<file path="src/rtl/mem_arb_pkg.sv">
// mem_arb_pkg: shared owner/state types and default memory latency for mem_arbiter
package mem_arb_pkg;
  typedef enum logic {OWN_I, OWN_D} owner_t;
  typedef enum logic [1:0] {IDLE, GRANT_I, GRANT_D, DRAIN} arb_state_t;
  localparam int MEM_LATENCY_DEF = 4;
endpackage

</file>
<file path="src/rtl/mem_tag_pipe.sv">
// mem_tag_pipe: DEPTH-stage shift register of {valid, owner} tags aligned with memory read latency
module mem_tag_pipe
  import mem_arb_pkg::*;
#(
  parameter int DEPTH = MEM_LATENCY_DEF
) (
  input  logic   clk,
  input  logic   rst,
  input  logic   push_i,
  input  owner_t owner_i,
  output logic   last_valid_o,
  output owner_t last_owner_o
);
  logic [DEPTH-1:0] vld_q, own_q;
  always_ff @(posedge clk or posedge rst) begin
    if (rst) begin
      vld_q <= '0;
      own_q <= '0;
    end else begin
      vld_q <= (vld_q << 1) | DEPTH'(push_i);
      own_q <= (own_q << 1) | DEPTH'(owner_i);
    end
  end
  assign last_valid_o = vld_q[DEPTH-1];
  assign last_owner_o = owner_t'(own_q[DEPTH-1]);
endmodule

</file>
<file path="src/rtl/mem_arbiter.sv">
// mem_arbiter: grants the shared memory port to the I- or D-cache and routes read returns
// back to the cache that issued them.
module mem_arbiter
  import mem_arb_pkg::*;
#(
  parameter int MEM_LATENCY = MEM_LATENCY_DEF
) (
  input  logic        clk,
  input  logic        rst,
  input  logic        icache_MemRead,
  input  logic [15:0] icache_mem_addr,
  input  logic        icache_CacheBusy,
  input  logic        icache_CacheFinish,
  input  logic        dcache_MemRead,
  input  logic        dcache_MemWrite,
  input  logic [15:0] dcache_mem_addr,
  input  logic [15:0] dcache_mem_write_data,
  input  logic        dcache_CacheBusy,
  input  logic        dcache_CacheFinish,
  output logic        icache_grant,
  output logic        dcache_grant,
  output logic        icache_MemDataValid,
  output logic        dcache_MemDataValid,
  output logic [15:0] icache_mem_read_data,
  output logic [15:0] dcache_mem_read_data,
  output logic        mem_enable,
  output logic        mem_wr,
  output logic [15:0] mem_addr,
  output logic [15:0] mem_data_in,
  input  logic [15:0] mem_data_out,
  input  logic        mem_data_valid,
  output logic        protocol_err
);
  localparam int CW = $clog2(MEM_LATENCY + 1);
  arb_state_t    state_q;
  owner_t        last_owner_q, tag_owner;
  logic [CW-1:0] cnt_q, cnt_d;
  logic          err_q, i_req, d_req, issue, rel, tag_valid, routed;

  mem_tag_pipe #(.DEPTH(MEM_LATENCY)) u_tag_pipe (
    .clk         (clk),
    .rst         (rst),
    .push_i      (issue),
    .owner_i     (dcache_grant ? OWN_D : OWN_I),
    .last_valid_o(tag_valid),
    .last_owner_o(tag_owner)
  );

  always_comb begin
    i_req = icache_MemRead | icache_CacheBusy;
    d_req = dcache_MemRead | dcache_MemWrite | dcache_CacheBusy;
    icache_grant = state_q == GRANT_I;
    dcache_grant = state_q == GRANT_D;
    mem_wr = dcache_grant & dcache_MemWrite;
    mem_enable = (icache_grant & icache_MemRead) | (dcache_grant & (dcache_MemRead | dcache_MemWrite));
    // a write wins over a simultaneous read, so only pure reads are tagged
    issue = mem_enable & ~mem_wr;
    mem_addr = !mem_enable ? '0 : icache_grant ? icache_mem_addr : dcache_mem_addr;
    mem_data_in = mem_wr ? dcache_mem_write_data : '0;
    rel = (icache_grant & (icache_CacheFinish | ~i_req)) | (dcache_grant & (dcache_CacheFinish | ~d_req));
    routed = mem_data_valid & tag_valid;
    icache_MemDataValid = routed & (tag_owner == OWN_I);
    dcache_MemDataValid = routed & (tag_owner == OWN_D);
    icache_mem_read_data = icache_MemDataValid ? mem_data_out : '0;
    dcache_mem_read_data = dcache_MemDataValid ? mem_data_out : '0;
    cnt_d = cnt_q + CW'(issue) - CW'(routed);
  end

  assign protocol_err = err_q;

  always_ff @(posedge clk or posedge rst) begin
    if (rst) begin
      state_q      <= IDLE;
      last_owner_q <= OWN_I;
      cnt_q        <= '0;
      err_q        <= 1'b0;
    end else begin
      cnt_q <= cnt_d;
      err_q <= err_q | (dcache_grant & dcache_MemRead & dcache_MemWrite) | (mem_data_valid & ~tag_valid);
      case (state_q)
        IDLE: begin
          // on a tie the cache that did not own memory last goes first
          if (d_req && !(i_req && last_owner_q == OWN_D)) state_q <= GRANT_D;
          else if (i_req) state_q <= GRANT_I;
        end
        GRANT_I, GRANT_D: begin
          if (rel) begin
            last_owner_q <= dcache_grant ? OWN_D : OWN_I;
            state_q      <= (cnt_d != '0) ? DRAIN : IDLE;
          end
        end
        default: if (cnt_d == '0) state_q <= IDLE;
      endcase
    end
  end
endmodule

</file>
<file path="config.mk">
export PLATFORM = sky130hd
export DESIGN_NAME = mem_arbiter
export DESIGN_NICKNAME = d
export VERILOG_FILES = /design/src/rtl/mem_arb_pkg.sv /design/src/rtl/mem_tag_pipe.sv /design/src/rtl/mem_arbiter.sv
export SDC_FILE = /design/constraint.sdc
export NUM_CORES = 1
export LEC_CHECK = 0
export ABC_AREA = 1
export ABC_CLOCK_PERIOD_IN_PS = 5440
export CAP_MARGIN = 0
export CORE_MARGIN = 1
export CORE_UTILIZATION = 31
export CTS_CLUSTER_DIAMETER = 100
export DETAILED_ROUTE_END_ITERATION = 12
export GPL_TIMING_DRIVEN = 1
export MAX_ROUTING_LAYER = met4
export PLACE_DENSITY_LB_ADDON = 0.15
export SETUP_SLACK_MARGIN = 0.02
export SYNTH_ARGS = -nofsm -noshare
export SYNTH_HDL_FRONTEND = slang
export SYNTH_SLANG_ARGS = --single-unit
export TNS_END_PERCENT = 20
</file>
<file path="constraint.sdc">
create_clock -name clk -period 5.44 [get_ports clk]
set_input_delay 0.544 -clock clk [delete_from_list [all_inputs] [get_ports clk]]
set_output_delay 0.544 -clock clk [all_outputs]
set_load 0.005 [all_outputs]
</file>
==> flow_summary.toml <==
[critical_path]
timing.critical_path.from_type = "register"
worst-endpoint-required_ns = 5.57
setup.reg_to_reg.worst_slack_ns = 1.99
timing.critical_path.slowest_stage_cell = "sky130_fd_sc_hd__ha_1"
crit_path_max_incr_delay_ns = 0.60
r2r_cell_count = 19
critical_path.endpoint_type = "register"
crit_path_cell_trace = "inv_1 -> ha_1 -> nand2_1 -> o21ai_2 -> inv_2 -> nor2_1 -> inv_1 -> ha_1 -> inv_1 -> ha_1 -> fa_1 -> inv_1 -> nand2_1 -> nand3_1 -> nand3_1 -> nand2_1 -> nand3_2 -> nand2_1 -> o21ai_1"
critical_path.reg2reg.startpoint = "state_q[1]"
path_class = "reg -> reg"
worst-endpoint-arrival_ns = 3.58
crit_fanout = 20
worstReg2RegEnd = "state_q[0]"

[yosys]
post_synth.cell_area_avg_um2 = 6.02
yosysUniqueCellTypes = 20
synth_largest_type_area_fraction = 0.282
ys_seq_elements = 15
post-synth-top-area-cell = "sky130_fd_sc_hd__dfrtp_1"
syn_nets = 302
synth_cells = 221
synth_seq_area_share = 0.282
syn-cell-area_um2 = 1330
synth-warning-count = 0
top_cells_by_area_synth = "sky130_fd_sc_hd__dfrtp_1 (28%), sky130_fd_sc_hd__nand2_1 (16%), sky130_fd_sc_hd__nor2_1 (15%)"

[sta]
timing.final.crit_period_ns = 3.45
period_share = 0.634
final_hold_viol_count = 0
worst_clock_skew_ns = 0.00502
setup_repair_after_global_routing_missed_its_margin = "false"
fin_worst_hold_slack_ns = 0.343
max_clock_freq_ghz = 0.290
worst_slew_pin_slew_ns = 0.677
slew-limit-headroom = 0.549
fin_tns_setup_ns = 0
post-route-worst-setup-slack_ns = 1.99
setup_viol_count_final = 0
maxSlewViolCount = 0

[die]
io-pin-count = 145
die_w_um = 67.5
dieHeight_um = 67.5
rows = 23
die_area_um2 = 4560
floorplan.initialDensity = 0.328
core_box_area_um2 = 4060

[placed_design]
numPortBuffers = 144
placement.setup.worst_slack_ns = 1.99
gpl.final_weighted_congestion = 0.821
detailed_place_hpwl_um = 4270

[grt]
grt_first_pass_wirelength_um = 7360
maximum_number_of_pins_on_one_net_before_global_route_repair = 21
grt_antenna_before_repair = 0
leftover_overflow_at_the_end_of_global_routing = 0
grtUsageTotal = 0.220
first_global_vias = 1582

[power_and_ir_drop]
ir_worst_vdd_v = 0.000289
power_density_nw_per_um2 = 326
leakagePower_uw = 0.00136

[clock_tree]
clock-root-buffer = "sky130_fd_sc_hd__clkbuf_8"
tritoncts = "yes"
clkSinkCount = 15
post_cts_hold_buffer_count = 0
cts_repair_resized_insts = 0
bufs_on_longest_clock_path = 2
cts_made_buffers = 3
worstSkewPairLatency_ns = 0.24
cts_post_setup_buffers_inserted = 0
clk_pin_slew_ns = 0.06
htreeDepth = 1

[worst_hold_path]
hold_path_depth = 0
hp-class = "reg -> reg"
whs_endpoint = "u_tag_pipe.own_q[2]"
hold_path_start = "u_tag_pipe.own_q[1]"

[layout]
antenna_cells_inserted = 0
fraction_of_final_layout_cells_sized_beyond_drive_strength_1 = 0.0497
n_fill_cell = 353
multi_input_gate_area_um2 = 712
ff_latch_area_um2 = 375
layout.nets = 444
area.growth.synth_to_final_pct = 113

[route]
drt_drc_violations_left = 0
route.vias.total = 1806
finalWirelength_um = 5080
drt_first_iter_violations = 80
vias_per_cell = 4.38
post_drt_wl_per_cell_um = 12.3
drt_first_pass_iters = 4
ant_nets = 0

[outcome]
run_status = "finished, final reports clean"

[flow_run]
max_cap_violations = 0
[critical path: cells and delay by family (launching register included)]
family                     cells  cell delay [ns]
AOI/OAI and AO/OA              2             0.16
and+or+nand+nor                8             0.89
DFF                            1             0.41
adders and majority gates      4             1.44
buffers and inverters          5             0.46
[sequential cells by signal (all words and copies together), names as in the netlist]
signal	count
u_tag_pipe.own_q	4
u_tag_pipe.vld_q	4
cnt_q	3
state_q	2
last_owner_q	1
protocol_err	1
[final cells by class]
class                   count  area share
repair buffers            144       0.508
multi-input cells         146       0.251
flip-flops and latches     15       0.132
inverters                  53      0.0702
well taps                  50      0.0221
clock buffers               4      0.0159
[synthesized netlist by cell type (all sizes together)]
| library cell | n |
|---|---|
| a21oi | 16 |
| a221o | 1 |
| buf | 6 |
| clkbuf | 1 |
| dfrtp | 15 |
| fa | 1 |
| ha | 6 |
| inv | 53 |
| nand2 | 56 |
| nand3 | 6 |
| nor2 | 54 |
| o21ai | 6 |
[layout by cell type (no fill, tap or decap), drive strengths merged]
master / count
clkdlybuf4s50: 144
nand2: 56
nor2: 54
inv: 53
a21oi: 16
dfrtp: 15
ha: 6
nand3: 6
o21ai: 6
clkbuf: 4
a221o: 1
fa: 1
[report_power, final]
part           leakage [uW]  switching [uW]  internal [uW]  total (uW)
clock network     0.0000228            34.3           51.7        86.0
logic               0.00115             329            324         653
registers          0.000184            23.8            163         187
[stage by stage]
step	power, uW	utilization	cell area [um2]	std cells
finish	925	0.699	2840	412
CTS	930	0.699	2840	412
global placement	817	0.688	2790	408
detailed placement	842	0.688	2790	408
global route	1010	0.699	2840	412
floorplan	535	-	1330	221
[worst max path at each step]
stage | start | end | slack, ns
finish | state_q[1] | state_q[0] | 1.99
global route | state_q[1] | state_q[0] | 1.60
CTS | state_q[1] | state_q[0] | 1.98
detailed placement | state_q[1] | state_q[0] | 1.99
global placement | dcache_MemWrite | state_q[1] | 2.18
floorplan | state_q[0] | state_q[0] | 2.77
[layer usage]
metal	part of all wire	routed length (um)	GRT usage
met5	0	0	-
met3	0.082	416	0.0473
met2	0.51	2580	0.376
met4	0.013	64	0.0532
met1	0.40	2030	0.259
[logic make-up after synthesis]
kind of cell | after synthesis | synth area share
AO/OA/AOI/OAI | 23 | 0.121
adder cells (fa/ha/maj) | 7 | 0.0714
buffers and inverters | 60 | 0.183
flip-flops | 15 | 0.282
AND/OR/NAND/NOR | 116 | 0.342
Note: power is estimated with default switching activity, not from simulation.
